**config.mk**
```make
export PLATFORM = sky130hd
export DESIGN_NAME = jtshouse_colmix
export DESIGN_NICKNAME = d
export VERILOG_FILES = /design/src/rtl/jtshouse_pkg.sv /design/src/rtl/jtshouse_colmix_dly.sv /design/src/rtl/jtshouse_colmix.sv
export SDC_FILE = /design/constraint.sdc
export NUM_CORES = 1
export LEC_CHECK = 0
export CAP_MARGIN = 0
export CORE_ASPECT_RATIO = 0.9
export CORE_UTILIZATION = 30
export CTS_CLUSTER_SIZE = 28
export DETAILED_ROUTE_END_ITERATION = 10
export HOLD_SLACK_MARGIN = 0.03
export SLEW_MARGIN = 0
export SYNTH_ARGS = -nofsm -noshare
export SYNTH_HDL_FRONTEND = slang
export SYNTH_SLANG_ARGS = --single-unit
```
**constraint.sdc**
```tcl
create_clock -name clk -period 4.7 [get_ports clk]
set_input_delay 0.705 -clock clk [delete_from_list [all_inputs] [get_ports clk]]
set_output_delay 0.705 -clock clk [all_outputs]
set_load 0.1 [all_outputs]
```
**src/rtl/jtshouse_pkg.sv**
```systemverilog
// Shared constants and types for the jtshouse colour mixer.
// Palette bank selects, object pen codes and the RGB bundle.
package jtshouse_pkg;

  localparam logic [3:0]  OBJ_TRANSP = 4'hF;
  localparam logic [10:0] SHADOW_PEN = 11'h7FE;
  localparam logic [1:0]  PAL_OBJ    = 2'b00;
  localparam logic [1:0]  PAL_SCR    = 2'b01;
  localparam int          BLANK_DLY  = 3;

  typedef struct packed {
    logic [7:0] r;
    logic [7:0] g;
    logic [7:0] b;
  } rgb_t;

  // Halving each channel darkens without any risk of underflow.
  function automatic rgb_t shade(input rgb_t c);
    rgb_t s;
    s.r = c.r >> 1;
    s.g = c.g >> 1;
    s.b = c.b >> 1;
    return s;
  endfunction

endpackage

```
**src/rtl/jtshouse_colmix_dly.sv**
```systemverilog
// N-deep shift register advancing on the pixel clock enable.
// Used to align the blanking signals with the colour pipeline.
module jtshouse_colmix_dly #(
  parameter int N = 3
) (
  input  logic rst,
  input  logic clk,
  input  logic cen,
  input  logic d,
  output logic q
);

  logic [N-1:0] r_sh;

  always_ff @(posedge clk or posedge rst) begin
    if (rst) begin
      r_sh <= '0;
    end else if (cen) begin
      r_sh <= (r_sh << 1) | N'(d);
    end
  end

  assign q = r_sh[N-1];

endmodule

```
**src/rtl/jtshouse_colmix.sv**
```systemverilog
// Final video mixer: tilemap/object merge, shadow pens,
// palette lookup and blank-aligned RGB output.
import jtshouse_pkg::*;

module jtshouse_colmix (
  input  logic        rst,
  input  logic        clk,
  input  logic        pxl_cen,
  input  logic        LHBL,
  input  logic        LVBL,
  input  logic [10:0] scr_pxl,
  input  logic [2:0]  scr_prio,
  input  logic [10:0] obj_pxl,
  input  logic [2:0]  obj_prio,
  output logic [12:0] pal_addr,
  input  logic [23:0] pal_data,
  input  logic [3:0]  gfx_en,
  output logic [7:0]  red,
  output logic [7:0]  green,
  output logic [7:0]  blue,
  output logic        LHBL_dly,
  output logic        LVBL_dly
);

  logic [10:0] r_scr_pxl0;
  logic [2:0]  r_scr_prio0;
  logic [10:0] r_obj_pxl0;
  logic [2:0]  r_obj_prio0;
  logic        r_obj_en0;
  logic        r_lhbl0;
  logic        r_lvbl0;

  logic [12:0] r_pal_addr;
  logic        r_shd1;
  rgb_t        r_col2;
  logic        r_shd2;
  rgb_t        r_col3;

  logic        w_obj_shd;
  logic        w_obj_opq;
  logic        w_obj_win;
  logic        w_blank_n;
  logic        w_unused;

  assign w_unused = ^gfx_en[2:1];

  always_ff @(posedge clk or posedge rst) begin
    if (rst) begin
      r_scr_pxl0  <= '0;
      r_scr_prio0 <= '0;
      r_obj_pxl0  <= '0;
      r_obj_prio0 <= '0;
      r_obj_en0   <= 1'b0;
      r_lhbl0     <= 1'b0;
      r_lvbl0     <= 1'b0;
    end else if (pxl_cen) begin
      r_scr_pxl0  <= gfx_en[0] ? scr_pxl : 11'd0;
      r_scr_prio0 <= scr_prio;
      r_obj_pxl0  <= obj_pxl;
      r_obj_prio0 <= obj_prio;
      r_obj_en0   <= gfx_en[3];
      r_lhbl0     <= LHBL;
      r_lvbl0     <= LVBL;
    end
  end

  // Shadow pen never draws itself; ties in priority go to objects.
  assign w_obj_shd = r_obj_pxl0 == SHADOW_PEN;
  assign w_obj_opq = r_obj_en0 && !w_obj_shd &&
                     (r_obj_pxl0[3:0] != OBJ_TRANSP);
  assign w_obj_win = r_obj_prio0 >= r_scr_prio0;

  always_ff @(posedge clk or posedge rst) begin
    if (rst) begin
      r_pal_addr <= '0;
      r_shd1     <= 1'b0;
    end else if (pxl_cen) begin
      r_pal_addr <= (w_obj_opq && w_obj_win) ?
                    {PAL_OBJ, r_obj_pxl0} :
                    {PAL_SCR, r_scr_pxl0};
      r_shd1     <= w_obj_shd && w_obj_win && r_obj_en0;
    end
  end

  assign pal_addr = r_pal_addr;

  always_ff @(posedge clk or posedge rst) begin
    if (rst) begin
      r_col2 <= '0;
      r_shd2 <= 1'b0;
      r_col3 <= '0;
    end else if (pxl_cen) begin
      r_col2 <= rgb_t'(pal_data);
      r_shd2 <= r_shd1;
      r_col3 <= r_shd2 ? shade(r_col2) : r_col2;
    end
  end

  jtshouse_colmix_dly #(.N(BLANK_DLY)) u_hb (
    .rst (rst),
    .clk (clk),
    .cen (pxl_cen),
    .d   (r_lhbl0),
    .q   (LHBL_dly)
  );

  jtshouse_colmix_dly #(.N(BLANK_DLY)) u_vb (
    .rst (rst),
    .clk (clk),
    .cen (pxl_cen),
    .d   (r_lvbl0),
    .q   (LVBL_dly)
  );

  // Both the colour and the blanks are registered, so the mask is glitch-free.
  assign w_blank_n = LHBL_dly & LVBL_dly;
  assign {red, green, blue} = w_blank_n ? r_col3 : 24'd0;

  a_cen_spacing: assert property (
    @(posedge clk) disable iff (rst) pxl_cen |=> !pxl_cen
  );

endmodule

```
==> summary.txt, run 1 <==
Power
  • Sw Share: a little over a third
  • Maximum vdd ir drop: 283 uV
  • Gate power share: 29.5%
  • P per Cell Area: 463 mW/mm^2
  • Static Leakage: about 2.4 nW
  • Clk pwr share: just over 30%
  • Switching pwr: 0.928 mW
  • Flop pwr share: between 30% and 40%
  • Internal power: between 1.5 and 2 mW

Setup path
  • Worst Setup End Kind: primary output
  • Slowest CP cell: clkdlybuf4s50_1
  • Critical R2R Capture: pal_addr[9]
  • WP data arrival: 2.63 ns
  • Reg-to-reg slack, setup: 2.37 ns
  • CP max FO: 26
  • Reg-to-reg critical path startpoint: r_scr_prio0[0]
  • CP Class: reg -> out
  • Crit path to: green[7]
  • Worst setup path start: u_hb.r_sh[2]
  • Startpoint types: flop
  • Crit-path cells: and3_1, clkdlybuf4s50_1
  • Crit path required time: ~4 ns
  • Worst r2r path cells: 6
  • Max incr delay on CP: approximately 1.1 ns

Final layout
  • Final instance area: 0.00567 sq mm
  • Number of diodes: 0
  • Final core occ: 41.8%
  • Fin nets: 493
  • Total of fill cells in the finished design: 1300
  • Synthesis-to-layout area growth: 33.9%
  • Layout cells sized above 1: 16.4%
  • Most common cell after layout, fill and taps aside: dfrtp_1
  • Final Non-Filler Cells: 621
  • Multi-input gate area: 0.00161 sq mm
  • Most frequent cells in the layout: dfrtp_1 (99), clkdlybuf4s50_1 (95), mux2_2 (48), nor2_1 (34), a21oi_1 (32)
  • Reg area: 0.00248 sq mm

STA
  • Slew @ Worst Pin: 1.12 ns
  • Slew Viols, Final: 0
  • F_max: about 300 MHz
  • Endpoints failing setup: 0
  • Min cycle time layout: 3.33 ns
  • Setup_tns: 0 ns
  • Slew headroom: roughly a quarter
  • RSZ-0062 raised after global routing: false
  • Clock skew: a little over 0.01 ns
  • Fin crit share: between 70% and 80%
  • Final Hold Violating Endpoints: 0

Global routing
  • GR Util All Layers: 13.5%
  • Largest net degree at the start of global routing: 70
  • Antenna violations before repair: 0
  • Most Crowded Layer GR: met2
  • Grt total ovfl: 0
  • Met3 Track Usage GR: 4.35%
  • GRT met1 Usage: 17.8%
  • GR Layer Usage met2: 20.8%
  • First-pass GRT wire length: 15100 um
  • Vias in the first global route: 2994

Status
  • Status: complete, no violations

Synthesis
  • Post-synthesis sequential area ratio: 58.5%
  • Top cell type's share of synthesized area: 58.5%
  • Synth cell types: 29
  • Cell Area, Synth: 0.00423 sq mm
  • Largest cells by area after synthesis: dfrtp_1 (59%), mux2_2 (13%), mux2i_1 (7.3%)
  • Largest family of logic cells by synthesized area: multiplexers
  • Xor-xnor portion of the synthesized cell area: 0%
  • Mapped Cells: 343
  • Synth warnings: 0
  • Post-synthesis mux area share: about a fifth
  • Synth Net Count: 407
  • Complex-gate fraction of the synthesized area: 8.63%
  • Avg Inst Size Synth: 12.3 sq um
  • Post-synth top area cell: dfrtp_1
  • #FFs+latches synth: 99
  • Simple-Gate Fraction of Synth Area: 8.31%
  • Adder-cell area share of the yosys netlist: 0.887%

Floorplan
  • Die W: between 100 and 150 um
  • Core box area: 0.0136 sq mm
  • Starting Density: 31.2%
  • Rows: 40
  • IO Count: 100
  • Die Ht: around 110 um
  • DIE AREA: 0.0146 sq mm

Clocking
  • CTS clk-pin slew, worst paths: ~0.060 ns
  • CTS Sinks: 99
  • Post-CTS resize count: 0
  • Hold_buf cts: 0
  • CTS tree: done
  • Post-CTS setup buffers: 0
  • Clk_lat worst skew: 0.34 ns
  • CTS Buf Count: 9
  • Clk root buf: clkbuf_16
  • Max Buffers Root-to-Sink: 2
  • H-tree levels: 3

Placed design
  • RD Place Congestion: between 0.6 and 0.7
  • Inst Count DP: 607
  • Area after DPL: 0.00534 sq mm
  • Final HPWL DP: 6050 um
  • Port-buffer cells: 96

Route
  • Via density: 4.63
  • DR pass1 iterations: 4
  • Vias post-DR: 2873
  • Average wire per standard cell: around 15 um
  • Total Wirelength: 9080 um
  • Post-route DRC: 0
  • DR iter-0 viols: 171
  • ANT nets after route: 0

Hold path
  • Hold Crit Class: reg -> reg

Flow run
  • Number of max-cap violations: 0
-- worst max-delay path, delay by kind of cell, from the launching register on --
kind / cells / cell delay (ns)
flops: 1 / 0.85
simple gates: 1 / 0.28
buf+inv: 1 / 1.14
-- cells in the mapped netlist --
library cell,count
clkinv_1,1
a41o_1,1
and3_1,25
nor3_1,1
clkbuf_1,9
mux2i_1,31
ha_1,3
nand3_1,2
inv_1,6
nand2b_1,2
o21bai_2,1
and2_1,1
buf_1,2
nand2_1,5
nand4b_1,1
buf_2,12
buf_6,1
dfrtp_1,99
conb_1,1
nor2_1,34
mux2_2,48
o21ai_0,6
buf_4,1
a21oi_1,32
a211oi_2,2
nand4_1,1
a22o_1,12
o2bb2ai_1,2
a31oi_1,1
-- power by group through the flow --
stage                     clock network [mW]  registers (mW)  logic, mW
final                                  0.818            1.03      0.775
after global routing                   0.883            1.05      0.814
after CTS                              0.848            1.04      0.782
after detailed placement                   0            1.05      0.779
after global placement                     0            1.05      0.776
after floorplan                            0            1.16      0.456
-- area by class of cell --
cell class | count | share of cell area (%)
flip-flops and latches | 99 | 43.7
clock buffers | 9 | 3.97
clock inverters | 5 | 1.83
inverters | 7 | 0.508
well taps | 189 | 4.17
repair buffers | 100 | 17.4
multi-input cells | 212 | 28.4
-- layer usage --
layer	wire [um]	share of wire, %
met1	4310	47
met2	4240	47
met3	445	4.9
met4	92	1.0
met5	0	0
-- how the worst min path moves through the flow --
stage	cells past startpoint	slack (ns)	to	from
CTS	1	0.50	r_col3[23]	r_col3[23]
detailed placement	1	0.48	r_col3[23]	r_col3[23]
finish	1	0.49	r_col3[23]	r_col3[23]
global route	1	0.52	u_hb.r_sh[1]	u_hb.r_sh[0]
floorplan	1	0.45	r_col3[23]	r_col3[23]
global placement	1	0.47	r_col3[23]	r_col3[23]
-- flip-flops by register name, indices dropped and copies added (netlist names), 3 cells and up --
register     cells
pal_addr        12
r_col2          24
r_col3          24
r_obj_prio0      3
r_obj_pxl0      11
r_scr_prio0      3
r_scr_pxl0      11
u_hb.r_sh        3
u_vb.r_sh        3
-- per-stage QoR --
stage / power (mW) / worst slack, ns / hold slack (ns)
4_1_cts: 2.67 / 1.33 / 0.500
5_1_grt: 2.75 / 1.27 / 0.524
6_report: 2.63 / 1.37 / 0.494
3_5_place_dp: 1.83 / 1.71 / 0.482
3_3_place_gp: 1.82 / 1.71 / 0.473
2_1_floorplan: 1.62 / 1.40 / 0.447
-- kinds of logic (layout without fill, tap and decap cells) --
family / Yosys count / after routing
AND/OR/NAND/NOR: 72 / 72
AO/OA/AOI/OAI: 57 / 57
other: 1 / 1
flip-flops: 99 / 99
adder cells (fa/ha/maj): 3 / 3
multiplexers: 79 / 79
buffers and inverters: 32 / 121
Note: power is estimated with default switching activity, not from simulation.
==> inputs of run 2 (changes only) <==
- clock period: 4.7 -> 3.3 ns (I/O delays scaled with it)
==> summary.txt, run 2 (same netlist as run 1, synthesis figures left out) <==
Setup path
  • Buf+Inv Stages, Crit Path: 1 (unchanged)
  • Crit-path cells: clkdlybuf4s50_1
  • Worst r2r path cells: 6 (unchanged)
  • CP max FO: 2 (-92%)
  • CP delay by family, top: buffers and inverters
  • CP Class: reg -> out
  • Max incr delay on CP: 1.14 ns (about the same)
  • Reg-to-reg slack, setup: 0.97 ns (-1.40 ns)
  • Critical R2R Capture: pal_addr[4]
  • Worst setup path start: pal_addr[0]
  • Reg-to-reg critical path startpoint: r_scr_prio0[0]
  • Worst Setup End Kind: primary output
  • WP data arrival: 1.85 ns (-0.78 ns)
  • Crit path required time: 2.80 ns (-1.19 ns)
  • Startpoint types: flop
  • Slowest CP cell: clkdlybuf4s50_1

Flow run
  • Number of max-cap violations: 0 (unchanged)

Floorplan
  • IO Count: 100 (unchanged)
  • Die Ht: 115 um (unchanged)
  • DIE AREA: 0.0146 sq mm (unchanged)
  • Rows: 40 (unchanged)
  • Die W: 127 um (unchanged)
  • Starting Density: 31.2% (unchanged)
  • Core box area: 0.0136 sq mm (unchanged)

Placed design
  • Final HPWL DP: 6230 um (+3.1%)
  • RD Place Congestion: 0.700 (+0.79%)
  • Port-buffer cells: 96 (unchanged)

Route
  • Via density: 4.61 (-0.34%)
  • Post-route DRC: 0 (unchanged)
  • DR iter-0 viols: 129 (-25%)
  • Average wire per standard cell: 15.0 um (+2.9%)
  • DR pass1 iterations: 4 (unchanged)
  • Vias post-DR: 2877 (+0.14%)
  • Total Wirelength: 9390 um (+3.3%)
  • ANT nets after route: 0 (unchanged)

Final layout
  • Fin nets: 494 (+0.20%)
  • Total of fill cells in the finished design: 1308 (+0.62%)
  • Most common cell after layout, fill and taps aside: dfrtp_1
  • Synthesis-to-layout area growth: 31.3%
  • Layout cells sized above 1: 23.4% (+7.0 points)
  • Final core occ: 41.0% (-0.83 points)
  • Number of diodes: 0 (unchanged)
  • Most frequent cells in the layout: dfrtp_1 (99), clkdlybuf4s50_1 (66), mux2_2 (48), buf_4 (35), nor2_1 (34)

STA
  • Setup_tns: 0 ns (unchanged)
  • Min cycle time layout: 2.35 ns
  • Clock skew: 0.00541 ns (-0.00471 ns)
  • Fin crit share: a little under three quarters
  • Slew headroom: 22.2% (-3.0 points)
  • F_max: ~430 MHz
  • Slew @ Worst Pin: 1.17 ns (+0.0447 ns)
  • Endpoints failing setup: 0 (unchanged)
  • Final Hold Violating Endpoints: 0 (unchanged)
  • RSZ-0062 raised after global routing: false
  • Slew Viols, Final: 0 (unchanged)

Clocking
  • CTS Buf Count: 9 (unchanged)
  • Post-CTS setup buffers: 0 (unchanged)
  • Clk_lat worst skew: 0.34 ns (about the same)
  • Max Buffers Root-to-Sink: 2 (unchanged)
  • H-tree levels: 3 (unchanged)
  • Hold_buf cts: 0 (unchanged)
  • CTS tree: done
  • CTS clk-pin slew, worst paths: 0.07 ns (about the same)
  • Clk root buf: clkbuf_16
  • CTS Sinks: 99 (unchanged)
  • Post-CTS resize count: 0 (unchanged)

Status
  • Status: complete, no violations

Global routing
  • Vias in the first global route: 2963 (-1.0%)
  • Largest net degree at the start of global routing: 56 (-20%)
  • Grt total ovfl: 0 (unchanged)
  • GR Util All Layers: 14.1% (+0.53 points)
  • First-pass GRT wire length: 15500 um (+2.4%)
  • Antenna violations before repair: 0 (unchanged)

Hold path
  • Worst min-delay path startpoint: r_col3[23]
  • Hold depth: 1 (unchanged)
  • Hold Crit Class: reg -> reg
  • Hold EP: r_col3[23]

Power
  • Static Leakage: 2.39 nW (+1.1%)
  • P per Cell Area: 639 mW/mm^2 (+38%)
  • Maximum vdd ir drop: 354 uV (+25%)
==> run 2: cell types whose count changed in the layout (fill, tap and decap cells not counted) <==
cell | previous run | this run
clkbuf_8 | 0 | 2
clkdlybuf4s50_1 | 95 | 66
clkinvlp_4 | 0 | 2
clkbuf_1 | 0 | 1
bufinv_16 | 3 | 0
buf_4 | 5 | 35
clkinv_4 | 1 | 0
clkinv_2 | 1 | 2
==> run 2: routing by layer <==
metal	track usage [%]	vias to the layer above	wire [um]	share of wire, %
met4	4.05	0	95	1.0
met3	4.91	8	455	4.8
met1	18.3	1428	4480	48
met5	0	-	0	0
li1	-	1383	-	-
met2	22.1	58	4350	46
==> run 2: power by group <==
part	internal (mW)	leakage (nW)	switching (mW)
clock	0.550	0.135	0.440
combinational	0.318	1.09	0.769
sequential	1.35	1.17	0.124
total	2.22	2.39	1.33
==> run 2: layout make-up <==
class / instances / area, sq um / share of cell area [%]
well taps: 189 / 236 / 4.26
clock buffers: 12 / 256 / 4.62
clock inverters: 4 / 25.0 / 0.450
flip-flops and latches: 99 / 2480 / 44.6
repair buffers: 101 / 923 / 16.6
multi-input cells: 212 / 1610 / 29.0
inverters: 7 / 28.8 / 0.518
==> run 2: metrics by stage <==
step | std cells | power [mW] | instance area, sq um | hold WS, ns | setup WS [ns]
after floorplan | 343 | 2.30 | 4230 | 0.447 | 0.215
final | 624 | 3.55 | 5560 | 0.502 | 0.952
after detailed placement | 608 | 2.59 | 5280 | 0.469 | 0.916
after global routing | 624 | 3.72 | 5560 | 0.523 | 0.777
after global placement | 608 | 2.58 | 5280 | 0.477 | 0.965
after CTS | 624 | 3.61 | 5560 | 0.496 | 0.912
==> run 2: how the worst max path moves through the flow <==
stage,end,slack [ns],cells past startpoint
finish,pal_addr[0],0.95,1
detailed placement,pal_addr[4],0.92,6
global route,pal_addr[4],0.78,6
floorplan,pal_addr[0],0.21,1
global placement,pal_addr[4],0.97,6
CTS,pal_addr[4],0.91,6
